File: config.mk
export PLATFORM = sky130hd
export DESIGN_NAME = joy_db15_responder_flat
export DESIGN_NICKNAME = d
export VERILOG_FILES = /design/src/rtl/joy_db15_responder_if.sv /design/src/rtl/joy_db15_responder.sv /design/src/flat_wrapper.sv
export SDC_FILE = /design/constraint.sdc
export NUM_CORES = 1
export LEC_CHECK = 0
export ABC_AREA = 0
export CAP_MARGIN = 40
export CORE_ASPECT_RATIO = 0.8
export CORE_MARGIN = 2
export CORE_UTILIZATION = 30
export CTS_CLUSTER_SIZE = 28
export DETAILED_ROUTE_END_ITERATION = 10
export GPL_TIMING_DRIVEN = 1
export PLACE_DENSITY = 0.57
export SKIP_CTS_REPAIR_TIMING = 1
export SYNTH_ARGS = -nofsm -noshare
export SYNTH_HDL_FRONTEND = slang
export SYNTH_SLANG_ARGS = --single-unit
File: constraint.sdc
create_clock -name clk -period 1.7 [get_ports clk]
set_input_delay 0.17 -clock clk [delete_from_list [all_inputs] [get_ports clk]]
set_output_delay 0.17 -clock clk [all_outputs]
set_load 0.02 [all_outputs]
File: src/rtl/joy_db15_responder_if.sv
// Serial link between the host reader and the DB15 joystick responder.
//   JOY_CLK  : shift clock driven by the host, asynchronous to the responder clock
//   JOY_LOAD : active-low parallel-load strobe driven by the host
//   JOY_DATA : serial button data returned to the host, active-low buttons
// master = host reader side, slave = responder side.
interface joy_db15_responder_if;
   logic JOY_CLK;
   logic JOY_LOAD;
   logic JOY_DATA;

   modport master (output JOY_CLK, output JOY_LOAD, input JOY_DATA);
   modport slave  (input JOY_CLK, input JOY_LOAD, output JOY_DATA);
endinterface

File: src/rtl/joy_db15_responder.sv
// DB15 joystick responder: presents two 16-bit button words to a host reader
// as a 32-bit active-low serial frame, player 1 first, MSB first.
// Ports:
//   clk        : system clock, the only clock domain
//   reset      : asynchronous active-high reset (release synchronized to clk)
//   joystick1  : player-1 buttons, active-high
//   joystick2  : player-2 buttons, active-high
//   joy        : host serial link (JOY_CLK, JOY_LOAD in; JOY_DATA out)
//   frame_done : one-cycle pulse when the 32nd bit has been shifted out
//   overrun    : sticky, a shift arrived after the frame ended; cleared by load
//   bit_cnt    : shifts since the last load, saturating at 32
// Parameter FILT (1..15): cycles a synchronized input must hold a new level
// before the filtered copy follows it.
module joy_db15_responder #(
   parameter int unsigned FILT = 2
) (
   input  logic                       clk,
   input  logic                       reset,
   input  logic [15:0]                joystick1,
   input  logic [15:0]                joystick2,
   joy_db15_responder_if.slave        joy,
   output logic                       frame_done,
   output logic                       overrun,
   output logic [5:0]                 bit_cnt
);

   // Reset: asserts asynchronously, releases on a clk edge.
   logic rst_meta_q;
   logic rst_q;

   always_ff @(posedge clk or posedge reset) begin
      if (reset) begin
         rst_meta_q <= 1'b1;
         rst_q      <= 1'b1;
      end else begin
         rst_meta_q <= 1'b0;
         rst_q      <= rst_meta_q;
      end
   end

   // Input conditioning, index 0 = JOY_CLK, index 1 = JOY_LOAD.
   logic [1:0]      meta_q;
   logic [1:0]      sync_q;
   logic [1:0]      filt_q;
   logic [1:0]      filt_d;
   logic [1:0]      filt_dly_q;
   logic [1:0][3:0] stab_q;
   logic [1:0][3:0] stab_d;

   // stab counts consecutive cycles the synchronized level differs from the
   // filtered level; the filtered level flips on the FILT-th such cycle.
   always_comb begin
      filt_d = filt_q;
      stab_d = '0;
      for (int unsigned i = 0; i < 2; i++) begin
         if (sync_q[i] != filt_q[i]) begin
            if (stab_q[i] == 4'(FILT - 1)) begin
               filt_d[i] = sync_q[i];
            end else begin
               stab_d[i] = stab_q[i] + 4'd1;
            end
         end
      end
   end

   always_ff @(posedge clk or posedge rst_q) begin
      if (rst_q) begin
         meta_q     <= '1;
         sync_q     <= '1;
         filt_q     <= '1;
         filt_dly_q <= '1;
         stab_q     <= '0;
      end else begin
         meta_q     <= {joy.JOY_LOAD, joy.JOY_CLK};
         sync_q     <= meta_q;
         filt_q     <= filt_d;
         filt_dly_q <= filt_q;
         stab_q     <= stab_d;
      end
   end

   logic clk_f;
   logic load_f;
   logic clk_rise;
   logic load_rise;

   assign clk_f     = filt_q[0];
   assign load_f    = filt_q[1];
   assign clk_rise  = clk_f & ~filt_dly_q[0];
   assign load_rise = load_f & ~filt_dly_q[1];

   // Frame engine.
   logic [31:0] sr_q,         sr_d;
   logic [5:0]  bit_cnt_q,    bit_cnt_d;
   logic        overrun_q,    overrun_d;
   logic        frame_done_q, frame_done_d;
   logic        armed_q,      armed_d;

   // armed blocks shifting after reset until a load has been seen; the filter
   // resets to idle-high so load_f alone cannot tell a fresh frame exists.
   always_comb begin
      sr_d         = sr_q;
      bit_cnt_d    = bit_cnt_q;
      overrun_d    = overrun_q;
      frame_done_d = 1'b0;
      armed_d      = armed_q;
      if (!load_f) begin
         sr_d      = {~joystick1, ~joystick2};
         bit_cnt_d = '0;
         overrun_d = 1'b0;
         armed_d   = 1'b1;
      end else if (clk_rise && armed_q && !load_rise) begin
         // After 32 shifts sr is all ones, so shifting on keeps JOY_DATA high.
         sr_d = {sr_q[30:0], 1'b1};
         if (bit_cnt_q == 6'd32) begin
            overrun_d = 1'b1;
         end else begin
            bit_cnt_d    = bit_cnt_q + 6'd1;
            frame_done_d = (bit_cnt_q == 6'd31);
         end
      end
   end

   always_ff @(posedge clk or posedge rst_q) begin
      if (rst_q) begin
         sr_q         <= '1;
         bit_cnt_q    <= '0;
         overrun_q    <= 1'b0;
         frame_done_q <= 1'b0;
         armed_q      <= 1'b0;
      end else begin
         sr_q         <= sr_d;
         bit_cnt_q    <= bit_cnt_d;
         overrun_q    <= overrun_d;
         frame_done_q <= frame_done_d;
         armed_q      <= armed_d;
      end
   end

   assign joy.JOY_DATA = sr_q[31];
   assign frame_done   = frame_done_q;
   assign overrun      = overrun_q;
   assign bit_cnt      = bit_cnt_q;

endmodule

File: src/flat_wrapper.sv
// flat-port wrapper written by rule: the top's interface ports become plain ports
module joy_db15_responder_flat 
#(
   parameter int unsigned FILT = 2
)
  (clk, reset, joystick1, joystick2, frame_done, overrun, bit_cnt, joy_JOY_CLK, joy_JOY_LOAD, joy_JOY_DATA);
  joy_db15_responder_if joy_i ();
  input  logic clk;
  input  logic reset;
  input  logic [15:0] joystick1;
  input  logic [15:0] joystick2;
  output logic frame_done;
  output logic overrun;
  output logic [5:0] bit_cnt;
  input wire logic [$bits(joy_i.JOY_CLK)-1:0] joy_JOY_CLK;
  input wire logic [$bits(joy_i.JOY_LOAD)-1:0] joy_JOY_LOAD;
  output wire logic [$bits(joy_i.JOY_DATA)-1:0] joy_JOY_DATA;
  assign joy_i.JOY_CLK = joy_JOY_CLK;
  assign joy_i.JOY_LOAD = joy_JOY_LOAD;
  assign joy_JOY_DATA = joy_i.JOY_DATA;
  joy_db15_responder #(.FILT(FILT)) u_core (.clk(clk), .reset(reset), .joystick1(joystick1), .joystick2(joystick2), .joy(joy_i), .frame_done(frame_done), .overrun(overrun), .bit_cnt(bit_cnt));
endmodule
==> results.sh, run 1 <==
export IMPL_status="completed"
export IMPL_synthesis_nets=243
export IMPL_internal_power_mw=4.60
export IMPL_num_rows=31
export IMPL_routed_wl_mm=4.76
export IMPL_dp_hpwl_mm=3.22
export IMPL_dpl_worst_slack_ns=0.122
export IMPL_ir_drop_uv=924
export IMPL_synthArstFlopShare=1.00
export IMPL_ys_ff_latch=59
export IMPL_fin_crit_ns=1.60
export IMPL_fin_tns_setup_ns=0
export IMPL_synth_edff_count=0
export IMPL_layout_commonest_cell="mux2i_1"
export IMPL_drive_gt1_frac=0.264
export IMPL_worst_path_max_delay_cell="clkdlybuf4s50_1"
export IMPL_final_area_mm2=0.00360
export IMPL_finClkSkew_ns=0.00755
export IMPL_yosys_warnings=0
export IMPL_hold_path_class="in -> async"
export IMPL_switching_share=0.290
export IMPL_final_nets=295
export IMPL_power_density_mw_per_mm2=1800
export IMPL_cts_root_buf="clkbuf_16"
export IMPL_numCtsBuffers=9
export IMPL_insertion_delay_ns=0.32
export IMPL_crit_family="buffers and inverters"
export IMPL_track_usage=0.105
export IMPL_clock_path_buffers=2
export IMPL_rsz0062_at_grt="false"
export IMPL_period_share=0.943
export IMPL_place_gp_congestion=0.792
export IMPL_final_cell_mix="65 x mux2i_1, 44 x clkdlybuf4s50_1, 42 x dfstp_2"
export IMPL_die_w_um=111
export IMPL_cts_clk_slew_worst_paths_ns=0.05
export IMPL_syn_area_mm2=0.00273
export IMPL_cp_buffers_inverters=1
export IMPL_max_cap_violations=0
export IMPL_io_pins=45
export IMPL_wire_per_inst_um=12.8
export IMPL_finalMaxSlewViolations=0
export IMPL_area_growth_syn_to_layout_pct=32.1
export IMPL_p_sw_mw=1.88
export IMPL_synthFlopType="dfstp_2"
export IMPL_setup_violations=0
export IMPL_netlist_instances=201
export IMPL_drt_pass1_iter_count=4
export IMPL_via_per_inst=4.29
export IMPL_start_util=0.304
export IMPL_final_hold_viol_count=0
export IMPL_fmax_ghz=0.624
export IMPL_clock_sinks=59
export IMPL_startpoint_type="register"
export IMPL_drc_errors=0
export IMPL_grt_pass1_vias=1584
export IMPL_setup_slack_ns=0.0974
export IMPL_seqPwrFrac=0.394
export IMPL_die_area_mm2=0.00987
export IMPL_ant_nets=0
export IMPL_required_ns=1.53
export IMPL_p_comb_frac=0.316
export IMPL_power_mw=6.48
export IMPL_grt_ovfl_total=0
export IMPL_antenna_found_initial=0
export IMPL_ys_seq_area_frac=0.561
export IMPL_cpPeakStageDelay_ns=0.59
export IMPL_coreArea_mm2=0.00896
export IMPL_clockPowerShare=0.290
export IMPL_cts_tree="done"
export IMPL_critical_path_class="reg -> out"
export IMPL_io_buffer_count=44
export IMPL_grt_pass1_wl_mm=7.80
export IMPL_vias=1599
export IMPL_critPathMaxFanout=2
export IMPL_diodes=0
export IMPL_syn_avg_cell_area_um2=13.6
export IMPL_grt_max_degree=58
export IMPL_n_fill_cell=852
export IMPL_postPlaceCellArea_mm2=0.00329
export IMPL_dieHeight_um=89.2
export IMPL_leakagePower_nw=1.52
export IMPL_synth_distinct_cells=28
export IMPL_crit_chain="clkdlybuf4s50_1"
export IMPL_drt_iter0_drc=31
export IMPL_arrival_ns=1.43
export IMPL_h_tree_depth=3
export IMPL_cp_end_kind="primary output"
-- cells by family (layout without fill, tap and decap cells) --
kind of cell               after synthesis  count (layout)  synth area share
adders and majority gates                6               6            0.0275
and+or+nand+nor                         42              42            0.0822
muxes                                   67              67             0.247
buffers and inverters                   15              72            0.0459
xor gates and xnor gates                 9               9            0.0289
DFF                                     59              59             0.561
AOI/OAI and AO/OA                        2               2           0.00597
other                                    1               1           0.00138
-- state kept, by name, indices dropped and copies added, names as in the netlist --
| register | flops |
|---|---|
| u_core.armed_q | 1 |
| u_core.bit_cnt | 6 |
| u_core.filt_dly_q | 2 |
| u_core.filt_q | 2 |
| u_core.frame_done | 1 |
| u_core.meta_q | 2 |
| u_core.overrun | 1 |
| u_core.rst_meta_q | 1 |
| u_core.rst_q | 1 |
| u_core.sr_q | 32 |
| u_core.stab_q | 8 |
| u_core.sync_q | 2 |
-- cell usage after synthesis (2+ instances only) --
library cell | count | area (um2)
mux2i_1 | 65 | 651
dfstp_2 | 42 | 1100
dfrtp_1 | 17 | 425
nor2_1 | 12 | 45.0
nand2_1 | 9 | 33.8
ha_1 | 6 | 75.1
inv_1 | 6 | 22.5
and2_1 | 5 | 31.3
xnor2_1 | 5 | 43.8
buf_12 | 4 | 80.1
xor2_1 | 4 | 35.0
clkbuf_1 | 3 | 11.3
nand3_1 | 3 | 15.0
nand4_1 | 3 | 18.8
and3_1 | 2 | 12.5
and4b_1 | 2 | 20.0
mux2_2 | 2 | 22.5
-- worst paths after layout --
path	depth (start not counted)	slack, ns	from	endpoint
max	1	0.1	u_core.sr_q[31]	joy_JOY_DATA
min	2	0.16	reset	u_core.rst_meta_q
max reg2reg	5	0.13	u_core.filt_q[0]	u_core.sr_q[29]
min reg2reg	2	0.30	u_core.rst_q	u_core.stab_q[5]
max in group asynchronous	2	1.10	u_core.rst_q	u_core.sr_q[31]
min in group clk	1	0.25	joy_JOY_LOAD	u_core.meta_q[1]
-- metal layers --
metal / GRT usage / up-vias / wire length (um)
li1: - / 793 / -
met1: 0.133 / 764 / 2340
met2: 0.153 / 36 / 2080
met3: 0.0488 / 6 / 270
met4: 0.0477 / 0 / 77
met5: 0 / - / 0
-- through the flow --
stage | util | cells | hold slack, ns
3_5_place_dp | 0.367 | 357 | 0.321
6_report | 0.402 | 373 | 0.164
3_3_place_gp | 0.367 | 357 | 0.317
5_1_grt | 0.402 | 373 | 0.167
2_1_floorplan | - | 201 | 0.0815
4_1_cts | 0.402 | 373 | 0.157
-- power groups by stage --
stage               Sequential [mW]  Combinational, mW  Clock (mW)
finish                         2.55               2.05        1.88
global route                   2.63               2.27        2.02
CTS                            2.56               2.08        1.93
detailed placement             2.57               2.07           0
global placement               2.57               2.03           0
floorplan                      2.50               1.77           0
-- area by class of cell --
class	instances	area, um2	share of cell area
Multi-Input combinational cell	127	1070	0.298
Clock buffer	11	233	0.0647
Sequential cell	59	1530	0.425
Inverter	6	22.5	0.00626
Timing Repair Buffer	50	523	0.145
Clock inverter	5	77.6	0.0216
Tap cell	115	144	0.0400
Power figures use the tool's default switching activity.
==> run 2: changes to the inputs <==
Settings changed: PLACE_DENSITY 0.57 to 0.55.
Clock period 1.7 ns to 1.65 ns, I/O delays scaled along.
==> run 2 against run 1 <==
Die area unchanged. First-iteration DRC count increased to 2.5 times the previous value. Via count increased by 1.4%. Clock skew decreased by 0.0042 ns. Power decreased by 0.33%. Global-route usage increased by 0.28 points. Critical path type unchanged. Critical endpoint is now bit_cnt[2]. Largest cell class unchanged. Largest power group unchanged. Highest routed layer unchanged.
==> results.sh, run 2 (synthesis results as in run 1) <==
export IMPL_ir_drop_uv=654
export IMPL_track_usage=0.107
export IMPL_die_area_mm2=0.00987
export IMPL_max_cap_violations=0
export IMPL_largest_register_ffs=32
export IMPL_cts_root_buf="clkbuf_16"
export IMPL_whs_ns=0.168
export IMPL_setup_violations=0
export IMPL_final_cell_mix="63 x mux2i_1, 43 x clkdlybuf4s50_1, 42 x dfstp_2"
export IMPL_place_gp_congestion=0.755
export IMPL_final_nets=295
export IMPL_io_pins=45
export IMPL_worst_path_max_delay_cell="clkdlybuf4s50_1"
export IMPL_drive_gt1_frac=0.264
export IMPL_power_density_mw_per_mm2=1800
export IMPL_ant_nets=0
export IMPL_vias=1622
export IMPL_fmax_ghz=0.635
export IMPL_period_share=0.955
export IMPL_arrival_ns=1.41
export IMPL_antenna_found_initial=0
export IMPL_startpoint_type="register"
export IMPL_wire_per_inst_um=13.1
export IMPL_hold_path_class="in -> async"
export IMPL_numCtsBuffers=9
export IMPL_largest_register="u_core.sr_q"
export IMPL_dieHeight_um=89.2
export IMPL_h_tree_depth=3
export IMPL_io_buffer_count=44
export IMPL_grt_pass1_vias=1621
export IMPL_final_hold_viol_count=0
export IMPL_cpPeakStageDelay_ns=0.65
export IMPL_grt_pass1_wl_mm=8.07
export IMPL_coreArea_mm2=0.00896
export IMPL_clock_path_buffers=2
export IMPL_cts_clk_slew_worst_paths_ns=0.05
export IMPL_crit_chain="clkdlybuf4s50_1"
export IMPL_via_per_inst=4.35
export IMPL_finalMaxSlewViolations=0
export IMPL_cts_tree="done"
export IMPL_clock_sinks=59
export IMPL_drc_errors=0
export IMPL_die_w_um=111
export IMPL_critical_path_class="reg -> out"
export IMPL_insertion_delay_ns=0.32
export IMPL_drt_pass1_iter_count=5
export IMPL_fin_tns_setup_ns=0
export IMPL_cp_end_kind="primary output"
export IMPL_area_growth_syn_to_layout_pct=31.7
export IMPL_routed_wl_mm=4.89
export IMPL_critPathMaxFanout=7
export IMPL_fin_crit_ns=1.58
export IMPL_layout_commonest_cell="mux2i_1"
export IMPL_num_rows=31
export IMPL_cp_buffers_inverters=1
export IMPL_grt_max_degree=58
export IMPL_drt_iter0_drc=79
export IMPL_crit_family="buffers and inverters"
export IMPL_start_util=0.304
export IMPL_grt_ovfl_total=0
export IMPL_required_ns=1.48
export IMPL_diodes=0
export IMPL_status="completed"
export IMPL_rsz0062_at_grt="false"
export IMPL_finClkSkew_ns=0.00333
export IMPL_leakagePower_nw=1.52
export IMPL_dp_hpwl_mm=3.11
==> run 2: final cells by class <==
| cell class | count | area [um2] |
|---|---|---|
| flip-flops and latches | 59 | 1530 |
| clock inverters | 3 | 15.0 |
| inverters | 6 | 26.3 |
| clock buffers | 13 | 240 |
| repair buffers | 50 | 556 |
| fillers | 857 | 5370 |
| well taps | 115 | 144 |
| multi-input cells | 127 | 1080 |
==> run 2: path summary, 6_finish.rpt <==
kind / start / depth (start not counted) / slack (ns) / to
min: reset / 2 / 0.17 / u_core.rst_q
min reg2reg: u_core.rst_q / 2 / 0.32 / u_core.stab_q[5]
max: u_core.bit_cnt[2] / 1 / 0.07 / bit_cnt[2]
max in group asynchronous: u_core.rst_q / 2 / 1.02 / u_core.sr_q[15]
max reg2reg: u_core.filt_q[0] / 5 / 0.13 / u_core.sr_q[4]
min in group clk: joy_JOY_CLK / 1 / 0.26 / u_core.meta_q[0]
==> run 2: layer usage <==
metal / vias up / track usage / part of all wire
li1: 790 / - / -
met1: 785 / 0.142 / 0.50
met2: 40 / 0.152 / 0.44
met3: 7 / 0.0488 / 0.051
met4: 0 / 0.0477 / 0.017
met5: - / 0 / 0
==> run 2: power breakdown <==
| part | leakage [nW] | internal, mW | switching (mW) | total (mW) |
|---|---|---|---|---|
| clock | 0.127 | 1.01 | 0.577 | 1.58 |
| sequential | 0.670 | 2.32 | 0.319 | 2.64 |
| combinational | 0.720 | 1.20 | 1.04 | 2.24 |
==> run 2: metrics by stage <==
step / area, um2 / util / power [mW] / setup WS [ns] / std cells
final: 3590 / 0.401 / 6.46 / 0.0748 / 373
after global routing: 3590 / 0.401 / 6.94 / 0.0122 / 373
after CTS: 3550 / 0.396 / 6.45 / 0.0294 / 371
after detailed placement: 3290 / 0.367 / 4.81 / 0.0465 / 355
after global placement: 3290 / 0.367 / 4.76 / 0.102 / 355
after floorplan: 2730 / - / 4.40 / 0.156 / 201
